## src/rtl/pio_multi_pkg.sv

```systemverilog
// Shared constants for the multi-channel PIO: register offsets, edge selection and warm-up length.
package pio_multi_pkg;

    localparam logic [2:0] REG_DATA    = 3'd0;
    localparam logic [2:0] REG_DIR     = 3'd1;
    localparam logic [2:0] REG_IRQMASK = 3'd2;
    localparam logic [2:0] REG_EDGECAP = 3'd3;
    localparam logic [2:0] REG_OUTSET  = 3'd4;
    localparam logic [2:0] REG_OUTCLR  = 3'd5;

    typedef enum logic [1:0] {
        EDGE_RISE = 2'd0,
        EDGE_FALL = 2'd1,
        EDGE_ANY  = 2'd2
    } edge_type_e;

    // Cycles after reset release during which edge capture is held off while the synchronisers fill
    localparam int WARMUP_CYCLES = 3;

endpackage

```

## src/rtl/pio_multi_channel_if.sv

```systemverilog
// Avalon-MM slave bus of the multi-channel PIO; read data has a fixed latency of one clock.
interface pio_multi_channel_if #(
    parameter int ADDR_W = 5
);
    logic [ADDR_W-1:0] avs_address;
    logic              avs_read;
    logic              avs_write;
    logic [31:0]       avs_writedata;
    logic [31:0]       avs_readdata;

    modport master (output avs_address, avs_read, avs_write, avs_writedata, input avs_readdata);
    modport slave  (input avs_address, avs_read, avs_write, avs_writedata, output avs_readdata);
endinterface

```

## src/rtl/pio_channel.sv

```systemverilog
// One GPIO channel: output latch, direction, irq mask, input sync/filter and edge capture.
// Input filter is a debounce counter when PIO_DEBOUNCE_EN is defined, a plain pass-through otherwise.
module pio_channel
    import pio_multi_pkg::*;
#(
    parameter int               WIDTH           = 10,
    parameter int               EDGE_TYPE       = 0,
`ifdef PIO_DEBOUNCE_EN
    parameter int               DEBOUNCE_CYCLES = 65536,
`endif
    parameter logic [WIDTH-1:0] RESET_VALUE     = '0
) (
    input  logic             clk,
    input  logic             rst_n,
    input  logic             edge_en,
    input  logic             wr_en,
    input  logic [2:0]       reg_sel,
    input  logic [WIDTH-1:0] wdata,
    output logic [WIDTH-1:0] rdata,
    input  logic [WIDTH-1:0] pad_in,
    output logic [WIDTH-1:0] out_latch,
    output logic [WIDTH-1:0] out_en,
    output logic             irq_term
);

    localparam edge_type_e EDGE = edge_type_e'(EDGE_TYPE);

    logic [WIDTH-1:0] sync_q1, sync_q2, filtered, prev_q;
    logic [WIDTH-1:0] mask_q, cap_q, edges, cap_clr;

`ifdef PIO_DEBOUNCE_EN
    localparam int               CNT_W   = $clog2(DEBOUNCE_CYCLES + 1);
    localparam logic [CNT_W-1:0] CNT_MAX = CNT_W'(DEBOUNCE_CYCLES);

    logic [WIDTH-1:0] last_q, filt_q;
    logic [CNT_W-1:0] cnt_q;

    // Any change in the synchronised vector restarts the stability count for the whole channel
    always_ff @(posedge clk or negedge rst_n) begin
        if (!rst_n) begin
            last_q <= '0;
            filt_q <= '0;
            cnt_q  <= '0;
        end else begin
            last_q <= sync_q2;
            if (sync_q2 != last_q)   cnt_q <= '0;
            else if (cnt_q != CNT_MAX) cnt_q <= cnt_q + 1'b1;
            if (cnt_q == CNT_MAX)    filt_q <= last_q;
        end
    end
    assign filtered = filt_q;
`else
    assign filtered = sync_q2;
`endif

    // NOTE: every always_comb output gets a default first, so no path can leave it unassigned and infer a latch.
    always_comb begin
        edges = '0;
        if (edge_en) begin
            case (EDGE)
                EDGE_RISE: edges = filtered & ~prev_q;
                EDGE_FALL: edges = ~filtered & prev_q;
                default:   edges = filtered ^ prev_q;
            endcase
        end
    end

    // A fresh edge wins over a simultaneous write-1-to-clear of the same bit
    assign cap_clr = (wr_en && reg_sel == REG_EDGECAP) ? wdata : '0;

    // NOTE: state registers use non-blocking assignments so every flop samples pre-edge values.
    always_ff @(posedge clk or negedge rst_n) begin
        if (!rst_n) begin
            sync_q1   <= '0;
            sync_q2   <= '0;
            prev_q    <= '0;
            out_latch <= RESET_VALUE;
            out_en    <= '0;
            mask_q    <= '0;
            cap_q     <= '0;
        end else begin
            sync_q1 <= pad_in;
            sync_q2 <= sync_q1;
            prev_q  <= filtered;
            cap_q   <= (cap_q & ~cap_clr) | edges;
            if (wr_en) begin
                case (reg_sel)
                    REG_DATA:    out_latch <= wdata;
                    REG_DIR:     out_en    <= wdata;
                    REG_IRQMASK: mask_q    <= wdata;
                    REG_OUTSET:  out_latch <= out_latch | wdata;
                    REG_OUTCLR:  out_latch <= out_latch & ~wdata;
                    default:     ;
                endcase
            end
        end
    end

    always_comb begin
        rdata = '0;
        case (reg_sel)
            REG_DATA:    rdata = filtered;
            REG_DIR:     rdata = out_en;
            REG_IRQMASK: rdata = mask_q;
            REG_EDGECAP: rdata = cap_q;
            default:     rdata = '0;
        endcase
    end

    assign irq_term = |(cap_q & mask_q);

endmodule

```

## src/rtl/pio_multi_channel.sv

```systemverilog
// NUM_CH-channel GPIO block behind one Avalon-MM slave; address = {channel, reg[2:0]}.
// Optional input debounce is enabled by defining PIO_DEBOUNCE_EN.
module pio_multi_channel
    import pio_multi_pkg::*;
#(
    parameter int               NUM_CH          = 4,
    parameter int               WIDTH           = 10,
    parameter int               EDGE_TYPE       = 0,
    parameter logic [WIDTH-1:0] RESET_VALUE     = '0,
    parameter int               DEBOUNCE_CYCLES = 65536
) (
    input  logic                    clk_clk,
    input  logic                    reset_reset_n,
    pio_multi_channel_if.slave      avs,
    output logic                    irq,
    input  logic [NUM_CH*WIDTH-1:0] pio_in,
    output logic [NUM_CH*WIDTH-1:0] pio_out,
    output logic [NUM_CH*WIDTH-1:0] pio_oe
);

    localparam int ADDR_W = $clog2(NUM_CH) + 3;
    localparam int CH_W   = (NUM_CH > 1) ? $clog2(NUM_CH) : 1;
    localparam int WARM_W = $clog2(WARMUP_CYCLES + 1);

    if (NUM_CH < 1 || NUM_CH > 8)         begin : g_bad_num_ch   $error("NUM_CH out of range");     end
    if (WIDTH < 1 || WIDTH > 32)          begin : g_bad_width    $error("WIDTH out of range");      end
    if (EDGE_TYPE < 0 || EDGE_TYPE > 2)   begin : g_bad_edge     $error("EDGE_TYPE out of range");  end
    if (DEBOUNCE_CYCLES < 1)              begin : g_bad_debounce $error("DEBOUNCE_CYCLES < 1");     end

    logic [CH_W-1:0]  ch_idx;
    logic             ch_valid;
    logic [2:0]       reg_sel;
    logic [WIDTH-1:0] ch_rdata [NUM_CH];
    logic [NUM_CH-1:0] irq_terms;
    logic [31:0]      rd_mux, readdata_q;
    logic [WARM_W-1:0] warm_q;
    logic             edge_en;

    assign reg_sel = avs.avs_address[2:0];

    if (NUM_CH == 1) begin : g_single
        assign ch_idx   = '0;
        assign ch_valid = 1'b1;
    end else begin : g_multi
        assign ch_idx   = avs.avs_address[ADDR_W-1:3];
        assign ch_valid = 32'(ch_idx) < NUM_CH;
    end

    // Holds off edge capture until the synchronisers carry real pad values
    assign edge_en = (warm_q == WARM_W'(WARMUP_CYCLES));

    always_ff @(posedge clk_clk or negedge reset_reset_n) begin
        if (!reset_reset_n)  warm_q <= '0;
        else if (!edge_en)   warm_q <= warm_q + 1'b1;
    end

    for (genvar c = 0; c < NUM_CH; c++) begin : g_ch
        pio_channel #(
            .WIDTH           (WIDTH),
            .EDGE_TYPE       (EDGE_TYPE),
`ifdef PIO_DEBOUNCE_EN
            .DEBOUNCE_CYCLES (DEBOUNCE_CYCLES),
`endif
            .RESET_VALUE     (RESET_VALUE)
        ) u_ch (
            .clk       (clk_clk),
            .rst_n     (reset_reset_n),
            .edge_en   (edge_en),
            .wr_en     (avs.avs_write && ch_valid && ch_idx == CH_W'(c)),
            .reg_sel   (reg_sel),
            .wdata     (avs.avs_writedata[WIDTH-1:0]),
            .rdata     (ch_rdata[c]),
            .pad_in    (pio_in[c*WIDTH +: WIDTH]),
            .out_latch (pio_out[c*WIDTH +: WIDTH]),
            .out_en    (pio_oe[c*WIDTH +: WIDTH]),
            .irq_term  (irq_terms[c])
        );
    end

    // Unmapped channels fall through to zero; channels already return zero for offsets 4..7
    always_comb begin
        rd_mux = '0;
        for (int c = 0; c < NUM_CH; c++) begin
            if (ch_valid && ch_idx == CH_W'(c)) rd_mux = 32'(ch_rdata[c]);
        end
    end

    always_ff @(posedge clk_clk or negedge reset_reset_n) begin
        if (!reset_reset_n) begin
            readdata_q <= '0;
            irq        <= 1'b0;
        end else begin
            if (avs.avs_read) readdata_q <= rd_mux;
            irq <= |irq_terms;
        end
    end

    assign avs.avs_readdata = readdata_q;

endmodule

```

## src/flat_wrapper.sv

```systemverilog
// flat-port wrapper written by rule: the top's interface ports become plain ports
module pio_multi_channel_flat import pio_multi_pkg::*;
#(
    parameter int               NUM_CH          = 4,
    parameter int               WIDTH           = 10,
    parameter int               EDGE_TYPE       = 0,
    parameter logic [WIDTH-1:0] RESET_VALUE     = '0,
    parameter int               DEBOUNCE_CYCLES = 65536
)
  (clk_clk, reset_reset_n, irq, pio_in, pio_out, pio_oe, avs_avs_address, avs_avs_read, avs_avs_write, avs_avs_writedata, avs_avs_readdata);
  pio_multi_channel_if #(.ADDR_W(($clog2(NUM_CH) + 3))) avs_i ();
  input  logic clk_clk;
  input  logic reset_reset_n;
  output logic irq;
  input  logic [NUM_CH*WIDTH-1:0] pio_in;
  output logic [NUM_CH*WIDTH-1:0] pio_out;
  output logic [NUM_CH*WIDTH-1:0] pio_oe;
  input wire logic [$bits(avs_i.avs_address)-1:0] avs_avs_address;
  input wire logic [$bits(avs_i.avs_read)-1:0] avs_avs_read;
  input wire logic [$bits(avs_i.avs_write)-1:0] avs_avs_write;
  input wire logic [$bits(avs_i.avs_writedata)-1:0] avs_avs_writedata;
  output wire logic [$bits(avs_i.avs_readdata)-1:0] avs_avs_readdata;
  assign avs_i.avs_address = avs_avs_address;
  assign avs_i.avs_read = avs_avs_read;
  assign avs_i.avs_write = avs_avs_write;
  assign avs_i.avs_writedata = avs_avs_writedata;
  assign avs_avs_readdata = avs_i.avs_readdata;
  pio_multi_channel #(.NUM_CH(NUM_CH), .WIDTH(WIDTH), .EDGE_TYPE(EDGE_TYPE), .RESET_VALUE(RESET_VALUE), .DEBOUNCE_CYCLES(DEBOUNCE_CYCLES)) u_core (.clk_clk(clk_clk), .reset_reset_n(reset_reset_n), .avs(avs_i), .irq(irq), .pio_in(pio_in), .pio_out(pio_out), .pio_oe(pio_oe));
endmodule
```

## config.mk

```make
export PLATFORM = sky130hd
export DESIGN_NAME = pio_multi_channel_flat
export DESIGN_NICKNAME = d
export VERILOG_FILES = /design/src/rtl/pio_multi_pkg.sv /design/src/rtl/pio_multi_channel_if.sv /design/src/rtl/pio_channel.sv /design/src/rtl/pio_multi_channel.sv /design/src/flat_wrapper.sv
export SDC_FILE = /design/constraint.sdc
export NUM_CORES = 1
export LEC_CHECK = 0
export ABC_AREA = 1
export CAP_MARGIN = 20
export CORE_ASPECT_RATIO = 0.8
export CORE_UTILIZATION = 50
export CTS_BUF_LIST = sky130_fd_sc_hd__clkbuf_4
export CTS_CLUSTER_SIZE = 16
export DETAILED_ROUTE_END_ITERATION = 6
export GPL_ROUTABILITY_DRIVEN = 0
export PLACE_DENSITY = 0.79
export SYNTH_ARGS = -nofsm -noshare
export SYNTH_HDL_FRONTEND = slang
export SYNTH_SLANG_ARGS = --single-unit
```

## constraint.sdc

```tcl
create_clock -name clk_clk -period 1.2 [get_ports clk_clk]
set_input_delay 0.24 -clock clk_clk [delete_from_list [all_inputs] [get_ports clk_clk]]
set_output_delay 0.24 -clock clk_clk [all_outputs]
set_load 0.02 [all_outputs]
```

==> impl_metrics.csv <==
group,metric,value,unit
floorplanning,ios,194,
drt,drc_errors,84,
final_layout,multiInputGateArea,4136,sq um
final_layout,fill_cells,1318,
pwr,leakagePower,0.008614,uW
sta,post-route-period-util,1.332,
synthesis,async_flop_share,1.000,
pwr,p_int,18840,uW
drt,drt-total-wl,43470,microns
setup_path,crit_buf_inv,1,
drt,drtPass1Iterations,7,
final_layout,layout-drive-gt1-share,0.3282,
setup_path,path_class,"reg -> out",
worst_hold_path,hold_path_end,"u_core.g_ch[3].u_ch.out_latch[7]$_DFFE_PN0P_",
pwr,power,27520,uW
worst_hold_path,worstHoldStart,"avs_avs_writedata[7]",
synthesis,synth_area,11820,sq um
setup_path,worstPathRequired,0.96,ns
worst_hold_path,hold_path.class,"in -> reg",
sta,fmax,625.7,MHz
pwr,p_comb_frac,0.251,
clocking,htreeDepth,3,
pwr,power_density,1572,nW/um^2
global_route,antenna_found_initial,1,
setup_path,rr_startpoint,"u_core.g_ch[3].u_ch.cap_q[3]$_DFF_PN0_",
clocking,clkLatencyLatePin,0.77,ns
setup_path,cp-end-kind,"output pin",
clocking,clk_pin_slew_worst_paths,0.08,ns
final_layout,nets,1781,
floorplanning,num_rows,49,
setup_path,slowest_delay,0.45,ns
drt,drt_iter0_markers,1890,
setup_path,cp_slowest_cell,"dfrtp_1",
setup_path,cp.arrival,1.36,ns
final_layout,regArea,7338,sq um
sta,period_minus_slack,1.598,ns
pwr,p_seq_frac,0.431,
sta,rsz0062_at_grt,"true",
floorplanning,die_area,24270,sq um
synthesis,ys_ff_latch,293,
sta,finClkSkew,0.07459,ns
drt,vias_per_cell,5.880,
sta,finalHoldViolCount,0,
global_route,grt.overflow.total,0,
final_layout,area_growth,48.02,%
final_layout,layout_commonest_cell,"nand2_1",
clocking,clock_path_buffers,3,
synthesis,avgSynthCellArea,9.550,sq um
pwr,p_clk_frac,0.318,
clocking,cts_tree,"done",
global_route,grt_pass1_vias,12070,
pwr,p_sw_frac,0.3155,
global_route,grt_usage,0.3525,
drt,drt-wirelength-per-cell,21.17,microns
run_status,violations,"DRC, setup timing",
final_layout,layout_common_cells,"nand2_1, dfrtp_1, buf_4, o21ai_1",
job,max-cap-violations,0,
worst_hold_path,min_path_cells,3,
synthesis,synth-edff-count,0,
clocking,clock-sinks,293,
synthesis,synth_cell_types,33,
pwr,p_sw,8681,uW
drt,vias,12072,
setup_path,crit_family,"flip-flops",
setup_path,r2r_setup_slack,-0.22,ns
synthesis,synthFlopType,"dfrtp_1",
global_route,grt_max_degree,63,
drt,ant_nets,0,
floorplanning,core,22810,sq um
global_route,grt_pass1_wl,65210,microns
setup_path,crit_chain,"buf_6",
run_status,status,"finished, violations left",
clocking,cts_buffers,73,
setup_path,critPathMaxFanout,2,
sta,setup_viol_count_final,102,
pwr,max-vdd-ir-drop,0.001202,V
synthesis,netlist_instances,1238,
setup_path,reg2regPathDepth,6,
sta,report.final.slew_viol_count,0,
synthesis,yosysWarnings,0,
floorplanning,die_w,173.9,microns
clocking,clock-root-buffer,"clkbuf_4",
placed_design,io_buffers,149,
synthesis,yosysSeqAreaShare,0.6202,
setup_path,startpoint_type,"register",
floorplanning,die_h,139.5,microns
floorplanning,start_util,0.5184,
sta,finalWorstSetupSlack,-0.3983,ns
placed_design,place_ws,-0.9803,ns
setup_path,reg2reg_to,"u_core.irq$_DFF_PN0_",
placed_design,hpwl,26420,microns
-- power by group through the flow --
stage	Combinational [uW]	Sequential (uW)	Clock [uW]
6_report	6900	11900	8750
4_1_cts	6270	11800	8690
3_5_place_dp	5610	11800	0
3_3_place_gp	5450	11800	0
2_1_floorplan	1680	12500	0
5_1_grt	7260	11900	9350
-- state kept, by name (all words and copies together), names as in the netlist --
signal and flops:
u_core.avs.avs_readdata 10, u_core.g_ch.u_ch.out_en 40, u_core.irq 1, u_core.g_ch.u_ch.out_latch 40, u_core.g_ch.u_ch.prev_q 40, u_core.g_ch.u_ch.mask_q 40, u_core.g_ch.u_ch.cap_q 40, u_core.g_ch.u_ch.sync_q1 40
u_core.g_ch.u_ch.filtered 40, u_core.warm_q 2
-- worst max-delay path by stage --
stage | from | endpoint | slack (ns) | depth (start not counted)
global placement | avs_avs_address[1] | u_core.avs.avs_readdata[4]$_DFFE_PN0P_ | -0.97 | 10
CTS | u_core.avs.avs_readdata[8]$_DFFE_PN0P_ | avs_avs_readdata[8] | -0.40 | 1
global route | u_core.avs.avs_readdata[8]$_DFFE_PN0P_ | avs_avs_readdata[8] | -0.43 | 1
floorplan | avs_avs_address[3] | u_core.g_ch[1].u_ch.out_latch[9]$_DFFE_PN0P_ | -0.13 | 7
finish | u_core.g_ch[1].u_ch.out_en[7]$_DFFE_PN0P_ | pio_oe[17] | -0.40 | 1
detailed placement | avs_avs_address[0] | u_core.avs.avs_readdata[4]$_DFFE_PN0P_ | -0.98 | 11
-- cell type report --
cell class	count	share of cell area
sequential	293	0.4193
timing repair buffer	451	0.2535
multi-input combinational	809	0.2364
clock buffer	104	0.04462
tap	306	0.02188
inverter	71	0.01587
clock inverter	18	0.008294
antenna	1	0.0001430
-- stage by stage --
| step | hold WS, ns | instance area (sq um) | cells | utilization | TNS [ns] |
|---|---|---|---|---|---|
| 4_1_cts | 0.09853 | 17010 | 2025 | 0.7459 | -30.23 |
| 5_1_grt | 0.2605 | 17500 | 2053 | 0.7673 | -33.80 |
| 3_3_place_gp | 0.09245 | 15090 | 1825 | 0.6618 | -118.87 |
| 6_report | 0.2685 | 17500 | 2053 | 0.7673 | -29.65 |
| 2_1_floorplan | -0.05559 | 12120 | 1259 | - | -4.926 |
| 3_5_place_dp | 0.09225 | 15090 | 1825 | 0.6618 | -123.21 |
-- routing by layer --
metal | GRT usage | vias up | wire [microns]
met4 | 0.2165 | 0 | 2992
met5 | 0 | - | 0
met2 | 0.5415 | 1070 | 19610
met1 | 0.4436 | 5673 | 15290
met3 | 0.1019 | 342 | 5575
li1 | - | 4987 | -
-- timing repair --
item	CTS	global route
pin swaps	36	74
hold endpoints to repair	333	12
gates resized for setup	592	91
setup endpoints to repair	142	198
hold buffers	42	2
gates cloned	2	1
buffers inserted	42	35
-- synth_stat cells, drive strengths merged (2+ instances only) --
| master | count | area (sq um) |
|---|---|---|
| a21oi | 11 | 55.05 |
| a22o | 15 | 131.4 |
| buf | 52 | 381.6 |
| clkbuf | 33 | 132.6 |
| dfrtp | 293 | 7332 |
| inv | 71 | 266.5 |
| nand2 | 327 | 1275 |
| nand3 | 69 | 362.8 |
| nand4 | 20 | 125.1 |
| nor2 | 80 | 350.3 |
| nor3 | 3 | 37.53 |
| o21ai | 246 | 1231 |
| o21bai | 2 | 15.01 |
| o31ai | 10 | 75.07 |
-- kinds of logic after synthesis --
| family | after synthesis | synth area share |
|---|---|---|
| AND/OR/NAND/NOR | 499 | 0.1819 |
| adder cells (fa/ha/maj) | 1 | 0.001058 |
| flip-flops | 293 | 0.6202 |
| other | 1 | 0.0003172 |
| AO/OA/AOI/OAI | 286 | 0.1289 |
| buffers and inverters | 157 | 0.06688 |
| XOR/XNOR | 1 | 0.0007410 |
Power figures use the tool's default switching activity.
